[config.mk]
export PLATFORM = sky130hd
export DESIGN_NAME = hazard_scoreboard_flat
export DESIGN_NICKNAME = d
export VERILOG_FILES = /design/src/rtl/hazard_scoreboard_if.sv /design/src/rtl/hazard_scoreboard.sv /design/src/flat_wrapper.sv
export SDC_FILE = /design/constraint.sdc
export NUM_CORES = 1
export LEC_CHECK = 0
export ABC_CLOCK_PERIOD_IN_PS = 2800
export BUFFER_PORTS_ARGS = -buffer_cell sky130_fd_sc_hd__buf_2
export CAP_MARGIN = 10
export CORE_UTILIZATION = 45
export DETAILED_ROUTE_END_ITERATION = 10
export HOLD_SLACK_MARGIN = 0.08
export PLACE_DENSITY = 0.66
export SLEW_MARGIN = 20
export SYNTH_ARGS = -nofsm -noshare
export SYNTH_HDL_FRONTEND = slang
export SYNTH_SLANG_ARGS = --single-unit
[constraint.sdc]
create_clock -name clk -period 2.8 [get_ports clk]
set_input_delay 0.28 -clock clk [delete_from_list [all_inputs] [get_ports clk]]
set_output_delay 0.28 -clock clk [all_outputs]
set_load 0.01 [all_outputs]
[src/rtl/hazard_scoreboard_if.sv]
// Pipeline-to-hazard-unit bundle: stage register/enable info in, stall/flush/forward controls out.
interface hazard_scoreboard_if #(
    parameter int RA_W  = 5,
    parameter int CNT_W = 32
);
    logic [RA_W-1:0]  Rs1D, Rs2D, RdD;
    logic             UsesRs1D, UsesRs2D, RegWriteD, IsLoadD, ValidD;
    logic [RA_W-1:0]  Rs1E, Rs2E, RdM, RdW;
    logic             RegWriteM, RegWriteW, PCSrcE, MemReadyM;
    logic             StallF, StallD, StallE, StallM, BubbleW, FlushD, FlushE;
    logic [1:0]       ForwardAE, ForwardBE;
    logic [CNT_W-1:0] StallCount;

    modport master (
        output Rs1D, Rs2D, RdD, UsesRs1D, UsesRs2D, RegWriteD, IsLoadD, ValidD,
               Rs1E, Rs2E, RdM, RdW, RegWriteM, RegWriteW, PCSrcE, MemReadyM,
        input  StallF, StallD, StallE, StallM, BubbleW, FlushD, FlushE,
               ForwardAE, ForwardBE, StallCount
    );

    modport slave (
        input  Rs1D, Rs2D, RdD, UsesRs1D, UsesRs2D, RegWriteD, IsLoadD, ValidD,
               Rs1E, Rs2E, RdM, RdW, RegWriteM, RegWriteW, PCSrcE, MemReadyM,
        output StallF, StallD, StallE, StallM, BubbleW, FlushD, FlushE,
               ForwardAE, ForwardBE, StallCount
    );
endinterface

[src/rtl/hazard_scoreboard.sv]
// Scoreboard hazard/forwarding control for the 5-stage pipeline; HAZARD_FWD_EN enables EX forwarding.
// Latency: controls are combinational (zero cycles); scoreboard and stall counter update on clk.
// Backpressure: MemReadyM low freezes everything; RAW stalls IF/ID and bubbles EX; taken branch flushes.
module hazard_scoreboard #(
    parameter int NREG  = 32,
    parameter int RA_W  = $clog2(NREG),
    parameter int CNT_W = 32
) (
    input logic clk,
    input logic reset,
    hazard_scoreboard_if.slave hz
);

    logic [1:0]       cnt [NREG];
    logic [CNT_W-1:0] stallCount;
    logic [1:0]       cntRs1, cntRs2, latency;
    logic             freeze, raw, issue, countEvt;

    // x0 is never tracked, so it can never look busy.
    assign cntRs1   = (hz.Rs1D != '0) ? cnt[hz.Rs1D] : 2'd0;
    assign cntRs2   = (hz.Rs2D != '0) ? cnt[hz.Rs2D] : 2'd0;
    assign freeze   = ~hz.MemReadyM;
    assign raw      = (hz.UsesRs1D & (cntRs1 > 2'd1)) | (hz.UsesRs2D & (cntRs2 > 2'd1));
    assign issue    = hz.ValidD & hz.RegWriteD & (hz.RdD != '0) & ~freeze & ~hz.PCSrcE & ~raw;
    assign countEvt = freeze | (raw & ~hz.PCSrcE);

`ifdef HAZARD_FWD_EN
    assign latency = hz.IsLoadD ? 2'd2 : 2'd1;
`else
    // Without forwarding a consumer must wait until its producer reaches WB.
    assign latency = 2'd3;
    logic unusedNoFwd;
    assign unusedNoFwd = ^{hz.IsLoadD, hz.Rs1E, hz.Rs2E, hz.RdM, hz.RdW, hz.RegWriteM, hz.RegWriteW};
`endif

    always_comb begin
        hz.StallF    = 1'b0;
        hz.StallD    = 1'b0;
        hz.StallE    = 1'b0;
        hz.StallM    = 1'b0;
        hz.BubbleW   = 1'b0;
        hz.FlushD    = 1'b0;
        hz.FlushE    = 1'b0;
        hz.ForwardAE = 2'b00;
        hz.ForwardBE = 2'b00;
        if (reset) begin
            if (freeze) begin
                hz.StallF  = 1'b1;
                hz.StallD  = 1'b1;
                hz.StallE  = 1'b1;
                hz.StallM  = 1'b1;
                hz.BubbleW = 1'b1;
            end else if (hz.PCSrcE) begin
                hz.FlushD = 1'b1;
                hz.FlushE = 1'b1;
            end else if (raw) begin
                hz.StallF = 1'b1;
                hz.StallD = 1'b1;
                hz.FlushE = 1'b1;
            end
`ifdef HAZARD_FWD_EN
            // MEM holds the younger result, so it takes priority over WB.
            if (hz.RegWriteM && hz.RdM != '0 && hz.RdM == hz.Rs1E)
                hz.ForwardAE = 2'b10;
            else if (hz.RegWriteW && hz.RdW != '0 && hz.RdW == hz.Rs1E)
                hz.ForwardAE = 2'b01;
            if (hz.RegWriteM && hz.RdM != '0 && hz.RdM == hz.Rs2E)
                hz.ForwardBE = 2'b10;
            else if (hz.RegWriteW && hz.RdW != '0 && hz.RdW == hz.Rs2E)
                hz.ForwardBE = 2'b01;
`endif
        end
    end

    always_ff @(posedge clk or negedge reset) begin
        if (!reset) begin
            for (int r = 0; r < NREG; r++) cnt[r] <= 2'd0;
            stallCount <= '0;
        end else begin
            if (!freeze) begin
                for (int r = 1; r < NREG; r++) begin
                    if (issue && hz.RdD == RA_W'(r))
                        cnt[r] <= latency;
                    else if (cnt[r] != 2'd0)
                        cnt[r] <= cnt[r] - 2'd1;
                end
            end
            if (countEvt && stallCount != '1)
                stallCount <= stallCount + 1'b1;
        end
    end

    assign hz.StallCount = stallCount;

endmodule

[src/flat_wrapper.sv]
// flat-port wrapper written by rule: the top's interface ports become plain ports
module hazard_scoreboard_flat 
#(
    parameter int NREG  = 32,
    parameter int RA_W  = $clog2(NREG),
    parameter int CNT_W = 32
)
  (clk, reset, hz_Rs1D, hz_Rs2D, hz_RdD, hz_UsesRs1D, hz_UsesRs2D, hz_RegWriteD, hz_IsLoadD, hz_ValidD, hz_Rs1E, hz_Rs2E, hz_RdM, hz_RdW, hz_RegWriteM, hz_RegWriteW, hz_PCSrcE, hz_MemReadyM, hz_StallF, hz_StallD, hz_StallE, hz_StallM, hz_BubbleW, hz_FlushD, hz_FlushE, hz_ForwardAE, hz_ForwardBE, hz_StallCount);
  hazard_scoreboard_if #(.RA_W(RA_W), .CNT_W(CNT_W)) hz_i ();
  input logic clk;
  input logic reset;
  input wire logic [$bits(hz_i.Rs1D)-1:0] hz_Rs1D;
  input wire logic [$bits(hz_i.Rs2D)-1:0] hz_Rs2D;
  input wire logic [$bits(hz_i.RdD)-1:0] hz_RdD;
  input wire logic [$bits(hz_i.UsesRs1D)-1:0] hz_UsesRs1D;
  input wire logic [$bits(hz_i.UsesRs2D)-1:0] hz_UsesRs2D;
  input wire logic [$bits(hz_i.RegWriteD)-1:0] hz_RegWriteD;
  input wire logic [$bits(hz_i.IsLoadD)-1:0] hz_IsLoadD;
  input wire logic [$bits(hz_i.ValidD)-1:0] hz_ValidD;
  input wire logic [$bits(hz_i.Rs1E)-1:0] hz_Rs1E;
  input wire logic [$bits(hz_i.Rs2E)-1:0] hz_Rs2E;
  input wire logic [$bits(hz_i.RdM)-1:0] hz_RdM;
  input wire logic [$bits(hz_i.RdW)-1:0] hz_RdW;
  input wire logic [$bits(hz_i.RegWriteM)-1:0] hz_RegWriteM;
  input wire logic [$bits(hz_i.RegWriteW)-1:0] hz_RegWriteW;
  input wire logic [$bits(hz_i.PCSrcE)-1:0] hz_PCSrcE;
  input wire logic [$bits(hz_i.MemReadyM)-1:0] hz_MemReadyM;
  output wire logic [$bits(hz_i.StallF)-1:0] hz_StallF;
  output wire logic [$bits(hz_i.StallD)-1:0] hz_StallD;
  output wire logic [$bits(hz_i.StallE)-1:0] hz_StallE;
  output wire logic [$bits(hz_i.StallM)-1:0] hz_StallM;
  output wire logic [$bits(hz_i.BubbleW)-1:0] hz_BubbleW;
  output wire logic [$bits(hz_i.FlushD)-1:0] hz_FlushD;
  output wire logic [$bits(hz_i.FlushE)-1:0] hz_FlushE;
  output wire logic [$bits(hz_i.ForwardAE)-1:0] hz_ForwardAE;
  output wire logic [$bits(hz_i.ForwardBE)-1:0] hz_ForwardBE;
  output wire logic [$bits(hz_i.StallCount)-1:0] hz_StallCount;
  assign hz_i.Rs1D = hz_Rs1D;
  assign hz_i.Rs2D = hz_Rs2D;
  assign hz_i.RdD = hz_RdD;
  assign hz_i.UsesRs1D = hz_UsesRs1D;
  assign hz_i.UsesRs2D = hz_UsesRs2D;
  assign hz_i.RegWriteD = hz_RegWriteD;
  assign hz_i.IsLoadD = hz_IsLoadD;
  assign hz_i.ValidD = hz_ValidD;
  assign hz_i.Rs1E = hz_Rs1E;
  assign hz_i.Rs2E = hz_Rs2E;
  assign hz_i.RdM = hz_RdM;
  assign hz_i.RdW = hz_RdW;
  assign hz_i.RegWriteM = hz_RegWriteM;
  assign hz_i.RegWriteW = hz_RegWriteW;
  assign hz_i.PCSrcE = hz_PCSrcE;
  assign hz_i.MemReadyM = hz_MemReadyM;
  assign hz_StallF = hz_i.StallF;
  assign hz_StallD = hz_i.StallD;
  assign hz_StallE = hz_i.StallE;
  assign hz_StallM = hz_i.StallM;
  assign hz_BubbleW = hz_i.BubbleW;
  assign hz_FlushD = hz_i.FlushD;
  assign hz_FlushE = hz_i.FlushE;
  assign hz_ForwardAE = hz_i.ForwardAE;
  assign hz_ForwardBE = hz_i.ForwardBE;
  assign hz_StallCount = hz_i.StallCount;
  hazard_scoreboard #(.NREG(NREG), .RA_W(RA_W), .CNT_W(CNT_W)) u_core (.clk(clk), .reset(reset), .hz(hz_i));
endmodule
# Word-level counts from Yosys, hierarchy flattened
# Index checks and enable logic that the tools add are counted.
# classes
addsub,32
n_bitwise,15
order_cmp,4
n_reduce_logical,128
eq_ne,32
mux,82
# ops
op,count
two-way mux 2 bit,68
nonzero test 2 bit,62
"== test 5 bit, second input constant",16
AND reduction 2 bit,31
"subtractor 2 x 1 -> 2 bit, second input constant",31
"== test 5 x 4 -> 1 bit, second input constant",8
"adder 32 x 1 -> 32 bit, second input constant",1
logical AND 1 bit,32
"!= test 32 bit, second input constant",1
binary-select mux 2 bit (select 5 bit),2
"== test 5 x 3 -> 1 bit, second input constant",4
nonzero test 5 bit,3
"greater-or-equal comparator 6 bit, second input constant",2
two-way mux 1 bit,12
NOT 5 -> 6 bit,2
"== test 5 x 2 -> 1 bit, second input constant",2
bitwise AND 1 bit,8
"== test 5 x 1 -> 1 bit, second input constant",1
"> comparator 2 x 1 -> 1 bit, second input constant",2
NOT 1 bit,3
OR 1 bit,2
# word_totals
input_bits,46
register_bits,94
word_cells,325
output_inout_bits,43

# Logic depth before layout (Yosys ltp)
# Gate-level depths: netlist of the first run.
# depth
depth_word,13
depth_mapped,11
depth_no_buf,8

# Least setup slack after synthesis of the first run
# OpenSTA, ideal clock, no wires.
# synth_path
path_type,input -> register
from,input port hz_Rs2D[2]
to,register u_core.cnt[17] (netlist name)
path_buffers,3
required_time_ps,2668
arrival_time_ps,2264
setup_slack_ps,404
cell_stages,10
cell_sequence,clkbuf_1 mux4_2 a211oi_1 nor3_2 and4_1 buf_6 and3_4 buf_6 nand4_1 o211ai_1
# synth_via
elab_chain_len,13
elab_cells_between_ends,15
classes_between,order compare: 1; mux: 5; bitwise: 5; reduce/logical: 4
# synth_lines
item,line_no,text
start: declaration,flat_wrapper.sv:13,input wire logic [$bits(hz_i.Rs2D)-1:0] hz_Rs2D;
NOT 5 -> 6 bit (not written as such),hazard_scoreboard.sv:21,assign cntRs2 = (hz.Rs2D != '0) ? cnt[hz.Rs2D] : 2'd0;
binary-select mux 2 bit (select 5 bit),hazard_scoreboard.sv:21,
two-way mux 2 bit (not written as such) (2 in a row),hazard_scoreboard.sv:21,
two-way mux 2 bit *,hazard_scoreboard.sv:21,
> comparator 2 x 1 -> 1 bit *,hazard_scoreboard.sv:23,assign raw = (hz.UsesRs1D & (cntRs1 > 2'd1)) | (hz.UsesRs2D & (cntRs2 > 2'd1));
bitwise AND 1 bit *,hazard_scoreboard.sv:23,
OR 1 bit *,hazard_scoreboard.sv:23,
NOT 1 bit *,hazard_scoreboard.sv:24,assign issue = hz.ValidD & hz.RegWriteD & (hz.RdD != '0) & ~freeze & ~hz.PCSrcE & ~raw;
bitwise AND 1 bit *,hazard_scoreboard.sv:24,
logical AND 1 bit *,hazard_scoreboard.sv:82,if (issue && hz.RdD == RA_W'(r))
nonzero test 2 bit (no line),n/a,
AND reduction 2 bit (no line),n/a,
end signal: indexed assignment,hazard_scoreboard.sv:83,cnt[r] <= latency;
end signal: indexed assignment,hazard_scoreboard.sv:85,cnt[r] <= cnt[r] - 2'd1;
end: declaration,hazard_scoreboard.sv:14,logic [1:0] cnt [NREG];
# Every way passes the cells marked *; elsewhere a longest branch is shown, timed or not. The select of a mux whose other input is x is not followed.
# A chain may end at the register's enable or synchronous reset.

# Final worst setup path of the first run
# layout_path
from,register u_core.cnt[25] (netlist name)
to,register u_core.cnt[15] (netlist name)
# layout_via
elab_chain_len,12
elab_cells_between_ends,19
classes_between,order compare: 2; mux: 9; bitwise: 5; reduce/logical: 3
# layout_lines
item,line_no
binary-select mux 2 bit (select 5 bit) (on tied branches),"hazard_scoreboard.sv:20, hazard_scoreboard.sv:21"
two-way mux 2 bit (on tied branches) (3 in a row),"hazard_scoreboard.sv:20, hazard_scoreboard.sv:21"
> comparator 2 x 1 -> 1 bit,hazard_scoreboard.sv:23
bitwise AND 1 bit,hazard_scoreboard.sv:23
OR 1 bit *,hazard_scoreboard.sv:23
NOT 1 bit *,hazard_scoreboard.sv:24
bitwise AND 1 bit *,hazard_scoreboard.sv:24
logical AND 1 bit *,hazard_scoreboard.sv:82
nonzero test 2 bit (no line),n/a
AND reduction 2 bit (no line),n/a
# Marked as above.

==> summary.txt, run 1 <==
Global route
  • Gr usage total: a little over a fifth
  • First-pass GRT wire length: between 20 and 25 mm
  • Vias in the first global route: around 4500
  • Grt total ovfl: 0
  • Largest net degree at the start of global routing: 59
  • Initial antenna violation count: 0

Setup path
  • Worst Path Max Fanout: 11
  • Path depth of the worst reg2reg path: 7
  • CP required: 3.07 ns
  • Crit path arrival time: 2.90 ns
  • FF-to-FF Start: u_core.cnt[25]
  • Critical R2R Capture: u_core.cnt[15]
  • Startpoint Class: flop
  • Reg2Reg Setup Slack: approximately 0.17 ns
  • Critical path class: flop to flop
  • Crit end category: flop

Final layout
  • Layout area overhead: 13.28%
  • Finished Layout Cells: about 830
  • Share of cells above drive strength 1: ~17%
  • N_diodes: 0
  • Fill cells: ~1100
  • Post-layout nets: 734

Route
  • Post-Route WL: around 13 mm
  • Remaining DRCs: 0
  • Drt via density: ~5.4
  • Routed len/inst: ~15 microns
  • 1st-iter DRT viols: between 200 and 300
  • Remaining antenna violation count: 0
  • Router iterations before antenna repair: 4
  • Total number of vias: roughly 4500

Place
  • Post-Place Setup Slack: 0.08403 ns
  • Post-DP HPWL: 9.591 mm
  • GPL Wtd Cong: slightly above 0.8
  • Port-buffer cells: 61
  • Placed insts: roughly 810

Timing
  • Clock Skew: 0.008184 ns
  • Final hold vios: 0
  • Fin crit period: roughly 2.6 ns
  • Setup TNS Final: 0 ns
  • Worst-margin pin slew: approximately 0.54 ns
  • Hold WS: 0.2954 ns
  • Max Freq: 0.3801 GHz
  • Max transition margin: about 64%
  • Final period util: between 90% and 100%
  • Final worst slack: around 0.17 ns
  • Max Slew Vio Count: 0
  • # setup viols final: 0
  • RSZ-0062 raised after global routing: false

Floorplanning
  • Core Rows: 40
  • IO Count: 89
  • CORE AREA: 0.01216 sq mm
  • Die width: about 110 microns
  • Initial Util: about 47%
  • Die Ht: roughly 110 microns
  • Die area: between 0.01 and 0.015 sq mm

Power
  • P per Cell Area: ~920 mW/mm^2
  • Static Leak: 3.028 nW
  • Peak supply drop: ~0.62 mV

Clock network
  • Clk Latency, worst-skew pair: between 0.3 and 0.4 ns
  • CTS Buf Count: 9
  • Clk root buf: clkbuf_16
  • Clk pin slew, worst setup/hold paths: about 0.070 ns
  • Clk sinks: 94
  • Longest Clk Path Bufs: 2
  • H-tree depth: 3
  • CTS tree: done

Synth
  • Post-synth EDFFs: 0
  • Netlist cell types: 55
  • Post-synthesis register bit count: 94
  • Asr flop ratio synth: between 90% and 100%
  • Register area share after synthesis: about two fifths
  • Post-Synthesis Cells: 601
  • Synth area leaders: dfrtp_1 (41%), ha_1 (7.0%), xnor2_1 (6.5%), mux4_2 (5.2%), o21ai_0 (5.0%)
  • Syn_area_per_cell: between 9 and 10 sq um
  • Yosys warnings: 2
  • Main flop type after synthesis: dfrtp_1
  • Yosys top cell area share: 41.40%
  • Mapped Area: 0.005682 sq mm
  • Area leader, netlist: dfrtp_1

Outcome
  • Outcome: complete, no violations

Hold path
  • Hold Startpoint: hz_RdD[3]
  • WHS Endpoint: u_core.cnt[3]
  • Hold-critical path depth: 3
  • Worst min path class: input pin to flop

Run
  • Max Cap Violations: 0
==> how the worst max path moves through the flow <==
stage                     endpoint           start  slack, ns  depth (start not counted)
finish              u_core.cnt[15]  u_core.cnt[25]       0.17                          7
global route         u_core.cnt[7]  u_core.cnt[25]       0.01                          7
CTS                      hz_FlushE  u_core.cnt[25]       0.16                          6
global placement    u_core.cnt[30]      hz_Rs2D[0]       0.14                          9
floorplan           u_core.cnt[17]      hz_Rs2D[2]       0.40                         10
detailed placement  u_core.cnt[23]      hz_Rs2D[0]       0.08                          9
==> per-layer routing <==
layer  part of all wire [%]  GRT usage, %
met3                    5.6         4.394
met2                     47         36.04
met4                    1.5         6.234
met5                      0             0
met1                     46         28.05
==> metrics by stage <==
step / power (mW) / area, sq um / util (%)
CTS: 6.001 / 6430 / 52.87
finish: 5.945 / 6436 / 52.92
floorplan: 4.066 / 5693 / -
global placement: 4.491 / 6120 / 50.32
detailed placement: 4.719 / 6120 / 50.32
global route: 6.485 / 6436 / 52.92
==> report_power, final <==
| part | internal [mW] | leakage [nW] | switching [mW] | total, mW |
|---|---|---|---|---|
| clock network | 0.719 | 0.150 | 0.533 | 1.25 |
| registers | 1.90 | 1.14 | 0.459 | 2.36 |
| logic | 1.15 | 1.74 | 1.19 | 2.34 |
| total | 3.76 | 3.03 | 2.18 | 5.94 |
==> layout make-up <==
class                           count  area [sq um]  area share (%)
Inverter                           66         247.7           3.849
Clock buffer                       11         242.7           3.771
Sequential cell                    94          2352           36.55
Multi-Input combinational cell    415          2923           45.41
Clock inverter                      5         57.56          0.8942
Timing Repair Buffer               70         402.9           6.260
Tap cell                          168         210.2           3.266
==> Yosys cell counts, types with 2 or more instances <==
master / number
dfrtp_1: 94
inv_1: 65
nand2_1: 62
o21ai_0: 57
xnor2_1: 42
ha_1: 32
nand3_1: 32
nor2_1: 32
nand4_1: 15
or3_1: 14
mux4_2: 13
nand2b_1: 12
xor2_1: 11
buf_2: 9
clkbuf_1: 9
nor2b_1: 9
nor3_1: 9
a21oi_1: 7
and4_1: 7
buf_4: 7
o211ai_1: 5
and3_1: 4
buf_6: 4
mux2i_1: 4
and2_1: 3
nor4_1: 3
o21ai_1: 3
o31a_1: 3
o32a_1: 3
a31o_2: 2
mux2_2: 2
o2111ai_1: 2
or2_1: 2
or2_2: 2
==> layout by cell type, fill, tap and decap left out, types with 3 or more instances in the layout <==
cell / count
a21oi_1: 7
and2_1: 3
and3_1: 4
and4_1: 7
buf_2: 60
buf_4: 7
clkbuf_16: 9
conb_1: 4
dfrtp_1: 94
ha_1: 32
inv_1: 65
mux2i_1: 4
mux4_2: 13
nand2_1: 62
nand2b_1: 12
nand3_1: 32
nand4_1: 15
nor2_1: 32
nor2b_1: 9
nor3_1: 9
o211ai_1: 5
o21ai_0: 57
o21ai_1: 3
o31a_1: 3
o32a_1: 3
or3_1: 14
xnor2_1: 42
xor2_1: 11
==> registers in the layout (all words and copies together) (netlist names) <==
register	flops
u_core.cnt	62
u_core.hz.StallCount	32
==> critical path: stages (launching register included) <==
cell      delay [ns]
dfrtp_1         0.43
mux4_2          0.48
o2111a_1        0.27
nor3_2          0.21
and4_1          0.41
and3_4          0.35
nand2_1         0.19
o21ai_0         0.21
==> logic make-up (layout without fill, tap and decap cells) <==
family / Yosys count / in the layout / synth area share (%)
xor+xnor: 53 / 53 / 8.170
other cells: 1 / 4 / 0.06600
flops: 94 / 94 / 41.40
fa+ha+maj: 32 / 32 / 7.047
buf+inv: 95 / 152 / 7.465
simple gates: 213 / 213 / 19.40
mux: 19 / 19 / 6.254
compound gates: 94 / 94 / 10.20
==> what timing repair did <==
| item | 4_1_cts | 5_1_grt |
|---|---|---|
| endpoints found under the setup margin | 0 | 1 |
| endpoints found under the hold margin | 36 | 0 |
| buffers inserted | 0 | 0 |
| resized for setup | 0 | 1 |
| hold buffers | 1 | 0 |
Note: power is estimated with default switching activity, not from simulation.
==> inputs of run 2 (changes only) <==
--- a/config.mk
+++ b/config.mk
@@ -8,6 +8,7 @@
 export ABC_CLOCK_PERIOD_IN_PS = 2800
 export BUFFER_PORTS_ARGS = -buffer_cell sky130_fd_sc_hd__buf_2
 export CAP_MARGIN = 10
+export CORE_ASPECT_RATIO = 0.75
 export CORE_UTILIZATION = 45
 export DETAILED_ROUTE_END_ITERATION = 10
 export HOLD_SLACK_MARGIN = 0.08
==> summary.txt, run 2 (same netlist as run 1, synthesis figures left out) <==
Timing
  • Clock Skew: 0.008534 ns (+0.0003498 ns)
  • Max Freq: 0.3693 GHz (-2.8%)
  • Worst-margin pin slew: 0.5523 ns (+0.01016 ns)
  • # setup viols final: 0 (unchanged)
  • Setup TNS Final: 0 ns (unchanged)
  • Final hold vios: 0 (unchanged)
  • Final period util: 96.71% (+2.7 points)
  • RSZ-0062 raised after global routing: false
  • Max Slew Vio Count: 0 (unchanged)
  • Fin crit period: 2.708 ns (+0.07683 ns)
  • Max transition margin: 63.05% (-0.81 points)

Global route
  • Largest net degree at the start of global routing: 68 (+15%)
  • Gr usage total: 21.93% (+0.47 points)
  • Grt total ovfl: 0 (unchanged)
  • Initial antenna violation count: 0 (unchanged)
  • First-pass GRT wire length: 22.63 mm (+4.2%)
  • Vias in the first global route: 4518 (+0.60%)

Hold path
  • WHS Endpoint: u_core.cnt[39]
  • Hold-critical path depth: 2 (-1)
  • Worst min path class: input pin to flop
  • Hold Startpoint: hz_RdD[0]

Clock network
  • H-tree depth: 3 (unchanged)
  • Clk pin slew, worst setup/hold paths: 0.07 ns (about the same)
  • Clk root buf: clkbuf_16
  • CTS Buf Count: 9 (unchanged)
  • CTS tree: done
  • Post-CTS Setup Bufs: 0 (unchanged)
  • Clk sinks: 94 (unchanged)
  • Clk Latency, worst-skew pair: 0.34 ns (about the same)
  • Longest Clk Path Bufs: 2 (unchanged)

Setup path
  • Crit path arrival time: 2.43 ns (-0.47 ns)
  • FF-to-FF Start: u_core.cnt[31]
  • Critical path class: flop to primary output
  • Critical R2R Capture: u_core.cnt[39]
  • Startpoint Class: flop
  • Worst Path Max Fanout: 5 (-6)
  • Crit end category: primary output
  • Reg2Reg Setup Slack: 0.25 ns (+0.08 ns)
  • Path depth of the worst reg2reg path: 7 (unchanged)
  • CP required: 2.52 ns (-0.55 ns)

Final layout
  • Footprint of the multi-input gates: 0.002918 sq mm (-0.17%)
  • Most common cell after layout, fill and taps aside: dfrtp_1
  • Fill cells: 1109 (-0.81%)
  • N_diodes: 0 (unchanged)
  • Share of cells above drive strength 1: 17.59% (+0.50 points)
  • Commonest cells after routing, fill and taps aside: dfrtp_1 (94), inv_1 (65), nand2_1 (62), buf_2 (60), o21ai_0 (57)
  • Post-layout nets: 738 (+0.54%)
  • Layout area overhead: 14.12%
  • FF+latch area: 0.002352 sq mm (unchanged)
  • Layout Utilization: 52.69% (-0.23 points)
  • Largest register FFs: 62 (unchanged)
  • Top reg by flops: u_core.cnt

Place
  • GPL Wtd Cong: 0.9171 (+12%)
  • Post-DP HPWL: 10.12 mm (+5.5%)
  • Port-buffer cells: 61 (unchanged)

Floorplanning
  • Die width: 131.8 microns (+15%)
  • CORE AREA: 0.01231 sq mm (+1.2%)
  • Die area: 0.01308 sq mm (about the same)
  • IO Count: 89 (unchanged)
  • Initial Util: 46.17% (-0.55 points)
  • Core Rows: 35 (-13%)
  • Die Ht: 99.31 microns (-13%)

Route
  • Drt via density: 5.452 (+1.2%)
  • Post-Route WL: 13.47 mm (+6.4%)
  • Remaining antenna violation count: 0 (unchanged)
  • Total number of vias: 4531 (+1.4%)
  • Routed len/inst: 16.21 microns (+6.1%)
  • Remaining DRCs: 0 (unchanged)
  • Router iterations before antenna repair: 4 (unchanged)
  • 1st-iter DRT viols: 218 (-18%)

Outcome
  • Outcome: complete, no violations

Power
  • Pwr Total: 6.047 mW (+1.7%)
  • P per Cell Area: 932.7 mW/mm^2 (+0.98%)
  • Static Leak: 3.056 nW (+0.90%)
  • Peak supply drop: 0.4111 mV (-34%)

Run
  • Max Cap Violations: 0 (unchanged)
run 2: cell count changes in the layout (fill, tap and decap cells not counted), sizes merged:
cell	previous run	this run
bufinv	1	2
inv	66	65
buf	69	73
run 2: worst max path at each step:
stage,from,to,slack (ns),depth (start not counted)
4_1_cts,u_core.cnt[25],hz_FlushE,0.1,7
5_1_grt,u_core.cnt[31],hz_FlushE,0.01,7
3_5_place_dp,hz_Rs2D[1],u_core.cnt[39],0.13,8
3_3_place_gp,hz_Rs2D[1],u_core.cnt[39],0.19,8
2_1_floorplan,hz_Rs2D[2],u_core.cnt[17],0.40,10
6_report,u_core.cnt[31],hz_FlushE,0.09,7
run 2: layout make-up:
type                    instances  share of cell area, %
clock inverters                 5                  1.274
repair buffers                 74                  6.677
well taps                     166                  3.203
multi-input cells             415                  45.00
flip-flops and latches         94                  36.28
clock buffers                  11                  3.744
inverters                      66                  3.821
run 2: power breakdown:
group | leakage (nW) | switching (mW) | internal, mW | total [mW]
registers | 1.14 | 0.474 | 1.90 | 2.37
clock network | 0.160 | 0.525 | 0.809 | 1.33
logic | 1.76 | 1.20 | 1.14 | 2.34
total | 3.06 | 2.20 | 3.85 | 6.05
run 2: stage by stage:
stage | hold WS, ns | worst slack, ns | cells | area (sq um)
detailed placement | 0.2617 | 0.1258 | 814 | 6147
CTS | 0.3109 | 0.09822 | 831 | 6482
floorplan | -0.01559 | 0.4043 | 604 | 5693
global placement | 0.2475 | 0.1930 | 814 | 6147
global route | 0.3169 | 0.01279 | 831 | 6484
finish | 0.3191 | 0.09208 | 831 | 6484
run 2: worst max-delay path, stage by stage (launching register included):
cell and delay [ns]:
dfrtp_1 0.42, mux4_2 0.48, o2111a_1 0.26, nor3_2 0.21, and4_1 0.37, buf_4 0.18
nor2_1 0.04, buf_2 0.13
run 2: per-layer routing:
| metal | vias to the layer above | track usage [%] | wire (microns) | share of wire [%] |
|---|---|---|---|---|
| met5 | - | 0 | 0 | 0 |
| met4 | 0 | 7.245 | 228 | 1.7 |
| met3 | 17 | 3.874 | 552 | 4.1 |
| met2 | 81 | 35.37 | 6426 | 48 |
| met1 | 2267 | 30.09 | 6263 | 46 |
| li1 | 2166 | - | - | - |
run 2: repair_timing:
action | CTS | global route
setup endpoints to repair | 0 | 1
hold buffers | 1 | 0
gates resized for setup | 0 | 1
endpoints found under the hold margin | 27 | 0
